**config.mk**
```make
export PLATFORM = sky130hd
export DESIGN_NAME = alu_muldiv_sequencer_flat
export DESIGN_NICKNAME = d
export VERILOG_FILES = /design/src/rtl/alu_muldiv_sequencer_if.sv /design/src/rtl/alu_muldiv_sequencer.sv /design/src/flat_wrapper.sv
export SDC_FILE = /design/constraint.sdc
export NUM_CORES = 1
export LEC_CHECK = 0
export BUFFER_PORTS_ARGS = -buffer_cell sky130_fd_sc_hd__buf_2
export CORE_ASPECT_RATIO = 2
export CORE_MARGIN = 1
export CORE_UTILIZATION = 59
export DETAILED_ROUTE_END_ITERATION = 6
export HOLD_SLACK_MARGIN = 0.1
export PLACE_DENSITY_LB_ADDON = 0.2
export SKIP_CTS_REPAIR_TIMING = 1
export SYNTH_ARGS = -nofsm -noshare
export SYNTH_HDL_FRONTEND = slang
export SYNTH_SLANG_ARGS = --single-unit
```
**constraint.sdc**
```tcl
create_clock -name clock -period 6.3 [get_ports clock]
set_input_delay 0.63 -clock clock [delete_from_list [all_inputs] [get_ports clock]]
set_output_delay 0.63 -clock clock [all_outputs]
set_load 0.02 [all_outputs]
```
**src/rtl/alu_muldiv_sequencer_if.sv**
```systemverilog
// Execute-stage side of the multiply/divide sequencer: request, operands and results.
interface alu_muldiv_sequencer_if #(
    parameter int WORDSIZE = 64
);
    logic                start;
    logic                op;
    logic [WORDSIZE-1:0] operand_a;
    logic [WORDSIZE-1:0] operand_b;
    logic                busy;
    logic                done;
    logic [WORDSIZE-1:0] result_lo;
    logic [WORDSIZE-1:0] result_hi;
    logic                div_by_zero;

    modport master (
        output start, op, operand_a, operand_b,
        input  busy, done, result_lo, result_hi, div_by_zero
    );

    modport slave (
        input  start, op, operand_a, operand_b,
        output busy, done, result_lo, result_hi, div_by_zero
    );
endinterface

```
**src/rtl/alu_muldiv_sequencer.sv**
```systemverilog
// Multi-cycle unsigned MUL (low word) / DIVU controller that borrows the shared add/sub ALU,
// one shift-add or restoring-subtract iteration per cycle.
module alu_muldiv_sequencer #(
    parameter int WORDSIZE = 64
) (
    input  logic                clock,
    input  logic                reset,
    alu_muldiv_sequencer_if.slave bus,
    output logic [WORDSIZE-1:0] alu_input_a,
    output logic [WORDSIZE-1:0] alu_input_b,
    output logic [2:0]          alu_operation,
    input  logic [WORDSIZE-1:0] alu_result
);
    localparam int          CNT_W   = $clog2(WORDSIZE);
    localparam logic [2:0]  ALU_SUM = 3'b000;
    localparam logic [2:0]  ALU_SUB = 3'b001;

    typedef enum logic [1:0] {IDLE, MUL_STEP, DIV_STEP, DONE} state_t;

    state_t              state;
    logic [CNT_W-1:0]    count;
    // Datapath registers are shared: acc/rem, mcand/dvsr and mq/quo never live at the same time.
    logic [WORDSIZE-1:0] work_a;
    logic [WORDSIZE-1:0] work_b;
    logic [WORDSIZE-1:0] work_q;
    logic                dbz_latched;

    logic [WORDSIZE-1:0] shifted;
    logic                ge;
    logic                last_step;
    logic [WORDSIZE-1:0] acc_next;
    logic [WORDSIZE-1:0] rem_next;
    logic [WORDSIZE-1:0] quo_next;

    assign shifted   = {work_a[WORDSIZE-2:0], work_q[WORDSIZE-1]};
    // A set top bit means the true partial remainder exceeds WORDSIZE bits, so it beats any divisor.
    assign ge        = work_a[WORDSIZE-1] | (shifted >= work_b);
    assign last_step = (count == CNT_W'(WORDSIZE - 1));

    always_comb begin
        // NOTE: every output gets a default first so no path leaves a latch behind.
        alu_input_a   = '0;
        alu_input_b   = '0;
        alu_operation = ALU_SUM;
        case (state)
            MUL_STEP: begin
                alu_input_a = work_a;
                alu_input_b = work_b;
            end
            DIV_STEP: begin
                alu_input_a   = shifted;
                alu_input_b   = work_b;
                alu_operation = ALU_SUB;
            end
            default: ;
        endcase
    end

    // Next-value logic kept apart from the ALU drive: alu_result depends on alu_input_*.
    always_comb begin
        acc_next = work_q[0] ? alu_result : work_a;
        rem_next = ge ? alu_result : shifted;
        quo_next = {work_q[WORDSIZE-2:0], ge};
    end

    // NOTE: all state below uses non-blocking assignments so every register sees pre-edge values.
    always_ff @(posedge clock) begin
        if (reset) begin
            state           <= IDLE;
            count           <= '0;
            work_a          <= '0;
            work_b          <= '0;
            work_q          <= '0;
            dbz_latched     <= 1'b0;
            bus.busy        <= 1'b0;
            bus.done        <= 1'b0;
            bus.result_lo   <= '0;
            bus.result_hi   <= '0;
            bus.div_by_zero <= 1'b0;
        end else begin
            bus.done <= 1'b0;
            case (state)
                IDLE: begin
                    if (bus.start) begin
                        count       <= '0;
                        bus.busy    <= 1'b1;
                        dbz_latched <= bus.op && (bus.operand_b == '0);
                        work_b      <= bus.operand_b;
                        if (bus.op) begin
                            state  <= DIV_STEP;
                            work_a <= '0;
                            work_q <= bus.operand_a;
                        end else begin
                            state  <= MUL_STEP;
                            work_a <= '0;
                            work_b <= bus.operand_a;
                            work_q <= bus.operand_b;
                        end
                    end
                end
                MUL_STEP: begin
                    work_a <= acc_next;
                    work_b <= work_b << 1;
                    work_q <= work_q >> 1;
                    count  <= count + CNT_W'(1);
                    if (last_step) begin
                        state           <= DONE;
                        bus.busy        <= 1'b0;
                        bus.done        <= 1'b1;
                        bus.result_lo   <= acc_next;
                        bus.result_hi   <= '0;
                        bus.div_by_zero <= 1'b0;
                    end
                end
                DIV_STEP: begin
                    work_a <= rem_next;
                    work_q <= quo_next;
                    count  <= count + CNT_W'(1);
                    if (last_step) begin
                        state           <= DONE;
                        bus.busy        <= 1'b0;
                        bus.done        <= 1'b1;
                        bus.result_lo   <= quo_next;
                        bus.result_hi   <= rem_next;
                        bus.div_by_zero <= dbz_latched;
                    end
                end
                DONE: state <= IDLE;
                default: state <= IDLE;
            endcase
        end
    end
endmodule

```
**src/flat_wrapper.sv**
```systemverilog
// flat-port wrapper written by rule: the top's interface ports become plain ports
module alu_muldiv_sequencer_flat 
#(
    parameter int WORDSIZE = 64
)
  (clock, reset, alu_input_a, alu_input_b, alu_operation, alu_result, bus_start, bus_op, bus_operand_a, bus_operand_b, bus_busy, bus_done, bus_result_lo, bus_result_hi, bus_div_by_zero);
  alu_muldiv_sequencer_if #(.WORDSIZE(WORDSIZE)) bus_i ();
  input  logic clock;
  input  logic reset;
  output logic [WORDSIZE-1:0] alu_input_a;
  output logic [WORDSIZE-1:0] alu_input_b;
  output logic [2:0] alu_operation;
  input  logic [WORDSIZE-1:0] alu_result;
  input wire logic [$bits(bus_i.start)-1:0] bus_start;
  input wire logic [$bits(bus_i.op)-1:0] bus_op;
  input wire logic [$bits(bus_i.operand_a)-1:0] bus_operand_a;
  input wire logic [$bits(bus_i.operand_b)-1:0] bus_operand_b;
  output wire logic [$bits(bus_i.busy)-1:0] bus_busy;
  output wire logic [$bits(bus_i.done)-1:0] bus_done;
  output wire logic [$bits(bus_i.result_lo)-1:0] bus_result_lo;
  output wire logic [$bits(bus_i.result_hi)-1:0] bus_result_hi;
  output wire logic [$bits(bus_i.div_by_zero)-1:0] bus_div_by_zero;
  assign bus_i.start = bus_start;
  assign bus_i.op = bus_op;
  assign bus_i.operand_a = bus_operand_a;
  assign bus_i.operand_b = bus_operand_b;
  assign bus_busy = bus_i.busy;
  assign bus_done = bus_i.done;
  assign bus_result_lo = bus_i.result_lo;
  assign bus_result_hi = bus_i.result_hi;
  assign bus_div_by_zero = bus_i.div_by_zero;
  alu_muldiv_sequencer #(.WORDSIZE(WORDSIZE)) u_core (.clock(clock), .reset(reset), .bus(bus_i), .alu_input_a(alu_input_a), .alu_input_b(alu_input_b), .alu_operation(alu_operation), .alu_result(alu_result));
endmodule
```
==> out/qor.json, run 1 <==
{
  "ys_top_cells_by_area": {"value": "sky130_fd_sc_hd__dfxtp_1 (35%), sky130_fd_sc_hd__a211oi_1 (9.9%), sky130_fd_sc_hd__mux2i_1 (6.8%), sky130_fd_sc_hd__nand2_1 (6.7%), sky130_fd_sc_hd__nor2b_1 (6.2%)"},
  "critPathBufInv": {"value": 3},
  "area_fraction_of_the_dominant_cell_type_after_synthesis": {"value": 0.345},
  "cp_top_family": {"value": "buffers and inverters"},
  "hold_start": {"value": "alu_result[63]"},
  "ctsLongestPathBuffers": {"value": 3},
  "fill_cells": {"value": 2763},
  "start_util": {"value": 0.599},
  "place.detailed.instances": {"value": 3146},
  "power-per-cell-area": {"value": 416, "unit": "nW/um^2"},
  "design.final.nets": {"value": 3017},
  "gp_congestion": {"value": 0.955},
  "postSynthAreaPerCell": {"value": 7.80, "unit": "sq um"},
  "timing.clock.skew": {"value": 15.1, "unit": "ps"},
  "timing.critical_path.slowest_cell_delay": {"value": 830, "unit": "ps"},
  "die_h": {"value": 257, "unit": "um"},
  "grt_pass1_wl": {"value": 108, "unit": "mm"},
  "fmax": {"value": 0.242, "unit": "GHz"},
  "mostFrequentLayoutCells": {"value": "sky130_fd_sc_hd__buf_2 (453), sky130_fd_sc_hd__nand2_1 (342), sky130_fd_sc_hd__dfxtp_1 (331), sky130_fd_sc_hd__a211oi_1 (253), sky130_fd_sc_hd__a21oi_1 (220)"},
  "cts_tree": {"value": "done"},
  "clock-root-buffer": {"value": "sky130_fd_sc_hd__clkbuf_16"},
  "clkSlewWorstSetupHoldPaths": {"value": 70, "unit": "ps"},
  "drt_wl_total": {"value": 71.0, "unit": "mm"},
  "synth_top_flop_cell": {"value": "sky130_fd_sc_hd__dfxtp_1"},
  "timing.critical_path.to": {"value": "alu_input_b[25]"},
  "timing.slew.headroom": {"value": 0.193},
  "multi_input_area": {"value": 11500, "unit": "sq um"},
  "via_total_after_detailed_routing": {"value": 20600},
  "vias_in_the_first_global_route": {"value": 19900},
  "cts_inserted_buffers": {"value": 30},
  "critPathSlowestCell": {"value": "sky130_fd_sc_hd__ha_4"},
  "final_hold_viol_count": {"value": 0},
  "netlist.top_cell.by_area": {"value": "sky130_fd_sc_hd__dfxtp_1"},
  "cts.htree.levels": {"value": 1},
  "grt.total_usage": {"value": 0.415},
  "initial_antenna_violation_count": {"value": 14},
  "max_fanout_on_critical_path": {"value": 92},
  "overflow": {"value": 0},
  "worst_hold_path_type": {"value": "in2reg"},
  "startpoint_type": {"value": "flop"},
  "core-area": {"value": 32100, "unit": "sq um"},
  "critPathKind": {"value": "reg2out"},
  "worst-r2r-setup-slack": {"value": 2220, "unit": "ps"},
  "ys_seq_elements": {"value": 332},
  "die-area": {"value": 33400, "unit": "sq um"},
  "worst_r2r_end": {"value": "u_core.bus.result_hi[43]$_SDFFE_PP0P_"},
  "fin_setup_tns": {"value": 0, "unit": "ps"},
  "worstPathRequired": {"value": 5670, "unit": "ps"},
  "pin_count": {"value": 458},
  "netlist_instances": {"value": 2466},
  "clock_sink_count": {"value": 332},
  "worstReg2RegStart": {"value": "u_core.state[0]$_SDFFE_PP0P_"},
  "post_route_cells_drive_above_1_share": {"value": 0.197},
  "min_period": {"value": 4130, "unit": "ps"},
  "remaining_antenna_violation_count": {"value": 0},
  "port_buffers": {"value": 455},
  "status": {"value": "finished clean"},
  "ys_warn_count": {"value": 0},
  "placementRows": {"value": 93},
  "max-vdd-ir-drop": {"value": 0.332, "unit": "mV"},
  "drt_iter0_drc": {"value": 1712},
  "cellLeakagePower": {"value": 8.69, "unit": "nW"},
  "synth-edff-count": {"value": 0},
  "area_growth_syn_to_layout": {"value": 17.3, "unit": "%"},
  "final_common_cell": {"value": "sky130_fd_sc_hd__buf_2"},
  "insertion_delay": {"value": 590, "unit": "ps"},
  "synth-seq-area-share": {"value": 0.345},
  "post_drt_via_cell_ratio": {"value": 6.42},
  "timing.final.max_slew_violations": {"value": 0},
  "floorplan.die.width": {"value": 130, "unit": "um"},
  "critical_path.startpoint": {"value": "u_core.state[0]$_SDFFE_PP0P_"},
  "hpwl": {"value": 48.5, "unit": "mm"},
  "finalCritPeriodShare": {"value": 0.655},
  "worst_ep_arrival_time": {"value": 3500, "unit": "ps"},
  "maximum_number_of_pins_on_one_net_before_global_route_repair": {"value": 186},
  "syn_area": {"value": 19200, "unit": "sq um"},
  "timing.critical_path.cells": {"value": "inv_1 > ha_4 > buf_4 > and2_1 > buf_2"},
  "synth-async-reset-ratio": {"value": 0},
  "post_synth_num_cell_types": {"value": 43},
  "drt_pre_antenna_iters": {"value": 6},
  "cp-end-kind": {"value": "output port"},
  "final-instance-count-excl-fill": {"value": 3206},
  "ff2ff_path_depth": {"value": 9},
  "routed_wire_length_per_instance": {"value": 22.1, "unit": "um"},
  "regArea": {"value": 6650, "unit": "sq um"},
  "worst-slew-pin-transition": {"value": 1210, "unit": "ps"},
  "rsz0062_at_grt": {"value": "false"},
  "cap_viol_max_count": {"value": 0},
  "drc_errors": {"value": 0},
  "timing.critical_path.depth": {"value": 5},
  "final-setup-viol-count": {"value": 0}
}
cell usage after synthesis, types with 2 or more instances:
cell type and n:
sky130_fd_sc_hd__and2_1 65, sky130_fd_sc_hd__nor3b_1 2, sky130_fd_sc_hd__ha_1 69, sky130_fd_sc_hd__nand3_1 7
sky130_fd_sc_hd__o22ai_1 2, sky130_fd_sc_hd__buf_6 5, sky130_fd_sc_hd__or2_2 2, sky130_fd_sc_hd__a21oi_1 220
sky130_fd_sc_hd__inv_1 68, sky130_fd_sc_hd__nor4_1 14, sky130_fd_sc_hd__o221ai_1 63, sky130_fd_sc_hd__nor2_1 143
sky130_fd_sc_hd__nand2b_1 5, sky130_fd_sc_hd__nor3_1 8, sky130_fd_sc_hd__o21ai_0 99, sky130_fd_sc_hd__a22oi_1 122
sky130_fd_sc_hd__mux2i_1 130, sky130_fd_sc_hd__dfxtp_1 332, sky130_fd_sc_hd__nor2b_1 192, sky130_fd_sc_hd__a211oi_1 253
sky130_fd_sc_hd__clkbuf_1 213, sky130_fd_sc_hd__buf_1 4, sky130_fd_sc_hd__nand2_1 344, sky130_fd_sc_hd__a32oi_1 2
sky130_fd_sc_hd__a221oi_1 4, sky130_fd_sc_hd__a21o_1 12, sky130_fd_sc_hd__o21ai_1 45, sky130_fd_sc_hd__nand4_1 15
sky130_fd_sc_hd__or3_1 2, sky130_fd_sc_hd__and4_1 4, sky130_fd_sc_hd__a311oi_1 4, sky130_fd_sc_hd__xor2_1 3
sky130_fd_sc_hd__buf_4 2, sky130_fd_sc_hd__buf_2 2
worst min path at each step:
stage | end | slack, ps | cells after the start
global route | u_core.bus.result_hi[44]$_SDFFE_PP0P_ | 370 | 3
CTS | u_core.bus.result_hi[50]$_SDFFE_PP0P_ | 350 | 3
finish | u_core.bus.result_hi[63]$_SDFFE_PP0P_ | 360 | 3
detailed placement | u_core.bus.result_lo[63]$_SDFFE_PP0P_ | 440 | 2
floorplan | u_core.dbz_latched$_SDFFE_PP0P_ | 430 | 2
global placement | u_core.bus.result_lo[48]$_SDFFE_PP0P_ | 440 | 2
worst register-to-register path, delay by kind of cell, from the launching register on:
kind | cells | cell delay (ps)
simple gates | 3 | 1490
buf+inv | 3 | 1080
compound gates | 2 | 390
flops | 1 | 360
fa+ha+maj | 1 | 670
sequential cells by signal, indices dropped and copies added, names as in the netlist:
name and cells:
u_core.work_q 64, u_core.work_a 64, u_core.work_b 64, u_core.bus.busy 1, u_core.dbz_latched 1, u_core.bus.div_by_zero 1
u_core.bus.result_lo 64, u_core.state 2, u_core.count 6, u_core.bus.result_hi 64, u_core.bus.done 1
kinds of logic after synthesis:
| logic type | count (synthesis) | share of synthesized area |
|---|---|---|
| AO/OA/AOI/OAI | 831 | 0.282 |
| AND/OR/NAND/NOR | 806 | 0.199 |
| flip-flops | 332 | 0.345 |
| buffers and inverters | 294 | 0.0598 |
| multiplexers | 130 | 0.0676 |
| adder cells (fa/ha/maj) | 69 | 0.0449 |
| XOR/XNOR | 3 | 0.00137 |
| other | 1 | 0.000195 |
power by group:
part	switching, mW	internal [mW]
clock network	0.890	1.15
logic	3.06	1.40
registers	0.394	2.48
total	4.35	5.03
per-layer routing:
| metal | routed length (um) | vias to the layer above | share of wire | global-route usage |
|---|---|---|---|---|
| met2 | 34800 | 1100 | 0.49 | 0.704 |
| met1 | 24600 | 9702 | 0.35 | 0.436 |
| met5 | 92 | - | 0.0013 | 0 |
| li1 | - | 9447 | - | - |
| met4 | 6120 | 14 | 0.086 | 0.346 |
| met3 | 5390 | 335 | 0.076 | 0.0794 |
stage by stage:
step | power [mW] | hold slack (ps) | worst slack, ps | cell area [sq um] | utilization
after detailed placement | 7.26 | 440 | 2320 | 21500 | 0.669
after CTS | 9.29 | 351 | 2300 | 22500 | 0.702
after floorplan | 5.98 | 432 | 3470 | 19200 | -
final | 9.38 | 362 | 2170 | 22600 | 0.703
after global placement | 7.14 | 436 | 2440 | 21500 | 0.669
after global routing | 9.87 | 367 | 2050 | 22600 | 0.703
cell type report:
class / count / share of cell area
Clock inverter: 18 / 0.0105
Antenna cell: 5 / 0.000554
Inverter: 68 / 0.0113
Multi-Input combinational cell: 1841 / 0.511
Clock buffer: 36 / 0.0370
Timing Repair Buffer: 479 / 0.111
Sequential cell: 332 / 0.295
Tap cell: 427 / 0.0237
Power figures use the tool's default switching activity.
==> run 2, diff against run 1 <==
--- a/config.mk
+++ b/config.mk
@@ -8,7 +8,7 @@
 export BUFFER_PORTS_ARGS = -buffer_cell sky130_fd_sc_hd__buf_2
 export CORE_ASPECT_RATIO = 2
 export CORE_MARGIN = 1
-export CORE_UTILIZATION = 59
+export CORE_UTILIZATION = 50
 export DETAILED_ROUTE_END_ITERATION = 6
 export HOLD_SLACK_MARGIN = 0.1
 export PLACE_DENSITY_LB_ADDON = 0.2
==> constraint.sdc (replaced) <==
create_clock -name clock -period 3.6 [get_ports clock]
set_input_delay 0.36 -clock clock [delete_from_list [all_inputs] [get_ports clock]]
set_output_delay 0.36 -clock clock [all_outputs]
set_load 0.02 [all_outputs]
==> out/qor.json, run 2 (synthesis gave the netlist of run 1 again) <==
{
  "core-area": {"value": 37900, "unit": "sq um"},
  "initial_antenna_violation_count": {"value": 13},
  "power_frac_clock": {"value": 0.222},
  "status": {"value": "finished clean"},
  "finalCritPeriodShare": {"value": 0.933},
  "max-vdd-ir-drop": {"value": 0.753, "unit": "mV"},
  "start_util": {"value": 0.508},
  "placementRows": {"value": 101},
  "die-area": {"value": 39300, "unit": "sq um"},
  "grt.total_usage": {"value": 0.352},
  "fin_setup_tns": {"value": 0, "unit": "ps"},
  "p_seq_frac": {"value": 0.297},
  "die_h": {"value": 279, "unit": "um"},
  "cts.htree.levels": {"value": 1},
  "startpoint_type": {"value": "flop"},
  "maximum_number_of_pins_on_one_net_before_global_route_repair": {"value": 163},
  "totalPowerFinal": {"value": 16.8, "unit": "mW"},
  "min_period": {"value": 3360, "unit": "ps"},
  "timing.final.max_slew_violations": {"value": 0},
  "final-setup-viol-count": {"value": 0},
  "timing.clock.skew": {"value": 13.4, "unit": "ps"},
  "port_buffers": {"value": 455},
  "route.met2.wl": {"value": 36.0, "unit": "mm"},
  "final_common_cell": {"value": "sky130_fd_sc_hd__buf_2"},
  "layout.core_utilization": {"value": 0.605},
  "topRoutingLayerUsed": {"value": "met5"},
  "drt_iter0_drc": {"value": 1628},
  "cellLeakagePower": {"value": 8.83, "unit": "nW"},
  "clock_sink_count": {"value": 332},
  "mostFrequentLayoutCells": {"value": "sky130_fd_sc_hd__buf_2 (453), sky130_fd_sc_hd__nand2_1 (342), sky130_fd_sc_hd__dfxtp_1 (331), sky130_fd_sc_hd__a211oi_1 (253), sky130_fd_sc_hd__a21oi_1 (220)"},
  "power-per-cell-area": {"value": 731, "unit": "nW/um^2"},
  "max_fanout_on_critical_path": {"value": 162},
  "vias_in_the_first_global_route": {"value": 19400},
  "cts_inserted_buffers": {"value": 31},
  "insertion_delay": {"value": 590, "unit": "ps"},
  "critPathSlowestCell": {"value": "sky130_fd_sc_hd__ha_4"},
  "cap_viol_max_count": {"value": 0},
  "clkSlewWorstSetupHoldPaths": {"value": 70, "unit": "ps"},
  "design.final.nets": {"value": 3029},
  "critPathKind": {"value": "reg2out"},
  "fill_cells": {"value": 3480},
  "floorplan.die.width": {"value": 141, "unit": "um"},
  "worst_ep_arrival_time": {"value": 3000, "unit": "ps"},
  "final-instance-count-excl-fill": {"value": 3260},
  "via_total_after_detailed_routing": {"value": 20400},
  "drt_wl_total": {"value": 71.8, "unit": "mm"},
  "placedInstanceArea": {"value": 21800, "unit": "sq um"},
  "wirelength_met1": {"value": 26.0, "unit": "mm"},
  "overflow": {"value": 0},
  "rsz0062_at_grt": {"value": "false"},
  "pin_count": {"value": 458},
  "final_hold_viol_count": {"value": 0},
  "clock-root-buffer": {"value": "sky130_fd_sc_hd__clkbuf_16"},
  "post_drt_via_cell_ratio": {"value": 6.26},
  "p_switching": {"value": 7.64, "unit": "mW"},
  "internal_power": {"value": 9.13, "unit": "mW"},
  "hpwl": {"value": 50.5, "unit": "mm"},
  "timing.critical_path.cells": {"value": "inv_1 > ha_4 > buf_12 > and2_1 > buf_2"},
  "cp_top_family": {"value": "buffers and inverters"},
  "critPathBufInv": {"value": 3},
  "met3RoutedLength": {"value": 4.50, "unit": "mm"},
  "cp-end-kind": {"value": "output port"},
  "power.share.switching": {"value": 0.456},
  "place.detailed.instances": {"value": 3193},
  "combPwrFrac": {"value": 0.481},
  "routed_wire_length_per_instance": {"value": 22.0, "unit": "um"},
  "drt_pre_antenna_iters": {"value": 6},
  "area_growth_syn_to_layout": {"value": 19.2, "unit": "%"},
  "stdcell_area": {"value": 22900, "unit": "sq um"},
  "fmax": {"value": 0.298, "unit": "GHz"},
  "cts_tree": {"value": "done"},
  "post_route_cells_drive_above_1_share": {"value": 0.199},
  "timing.critical_path.slowest_cell_delay": {"value": 680, "unit": "ps"},
  "remaining_antenna_violation_count": {"value": 0},
  "worstPathRequired": {"value": 3240, "unit": "ps"},
  "worst_hold_path_type": {"value": "in2reg"},
  "ctsLongestPathBuffers": {"value": 3},
  "gp_congestion": {"value": 0.942},
  "grt_pass1_wl": {"value": 108, "unit": "mm"},
  "worst-slew-pin-transition": {"value": 1020, "unit": "ps"},
  "drc_errors": {"value": 0},
  "timing.slew.headroom": {"value": 0.317}
}
-- run 2: metal layers --
metal	global-route usage	vias up
met3	0.0463	292
met4	0.252	16
met2	0.623	982
met1	0.382	9635
li1	-	9485
met5	0	-
-- run 2: worst register-to-register path, cell delays in order (launching register included) --
cell and delay, ps:
sky130_fd_sc_hd__dfxtp_1 390, sky130_fd_sc_hd__inv_1 60, sky130_fd_sc_hd__ha_1 270, sky130_fd_sc_hd__nand2b_1 150, sky130_fd_sc_hd__a2111o_1 410, sky130_fd_sc_hd__a211oi_2 260, sky130_fd_sc_hd__o21ai_1 190, sky130_fd_sc_hd__a31oi_1 480
sky130_fd_sc_hd__o21ai_4 140, sky130_fd_sc_hd__buf_12 240, sky130_fd_sc_hd__mux2i_1 290, sky130_fd_sc_hd__o221ai_1 150
-- run 2: layout make-up --
cell class	count	area, sq um	area share
antenna	9	22.5	0.000982
sequential	332	6650	0.290
tap	463	579	0.0253
inverter	68	255	0.0111
clock inverter	16	270	0.0118
clock buffer	41	853	0.0372
timing repair buffer	490	2760	0.120
multi-input combinational	1841	11600	0.504
-- run 2: power by group through the flow --
stage / logic (mW) / registers [mW] / clock network, mW
6_report: 8.07 / 4.99 / 3.73
4_1_cts: 8.01 / 4.96 / 3.76
3_3_place_gp: 7.86 / 5.01 / 0
2_1_floorplan: 5.52 / 4.95 / 0
5_1_grt: 8.74 / 5.05 / 3.87
3_5_place_dp: 7.98 / 5.03 / 0
-- run 2: final timing paths --
path,from,end,slack [ps],cells past startpoint
max,u_core.state[0]$_SDFFE_PP0P_,alu_input_b[26],240,5
min,alu_result[63],u_core.bus.result_hi[63]$_SDFFE_PP0P_,100,3
max reg2reg,u_core.work_q[63]$_SDFFE_PP0P_,u_core.work_a[63]$_SDFFE_PP0P_,400,11
min reg2reg,u_core.bus.result_hi[39]$_SDFFE_PP0P_,u_core.bus.result_hi[39]$_SDFFE_PP0P_,450,2
-- run 2: per-stage QoR --
stage	setup WS (ps)	hold slack [ps]
floorplan	1040	432
global placement	490	432
detailed placement	406	439
CTS	255	74.8
global route	143	106
finish	241	96.4
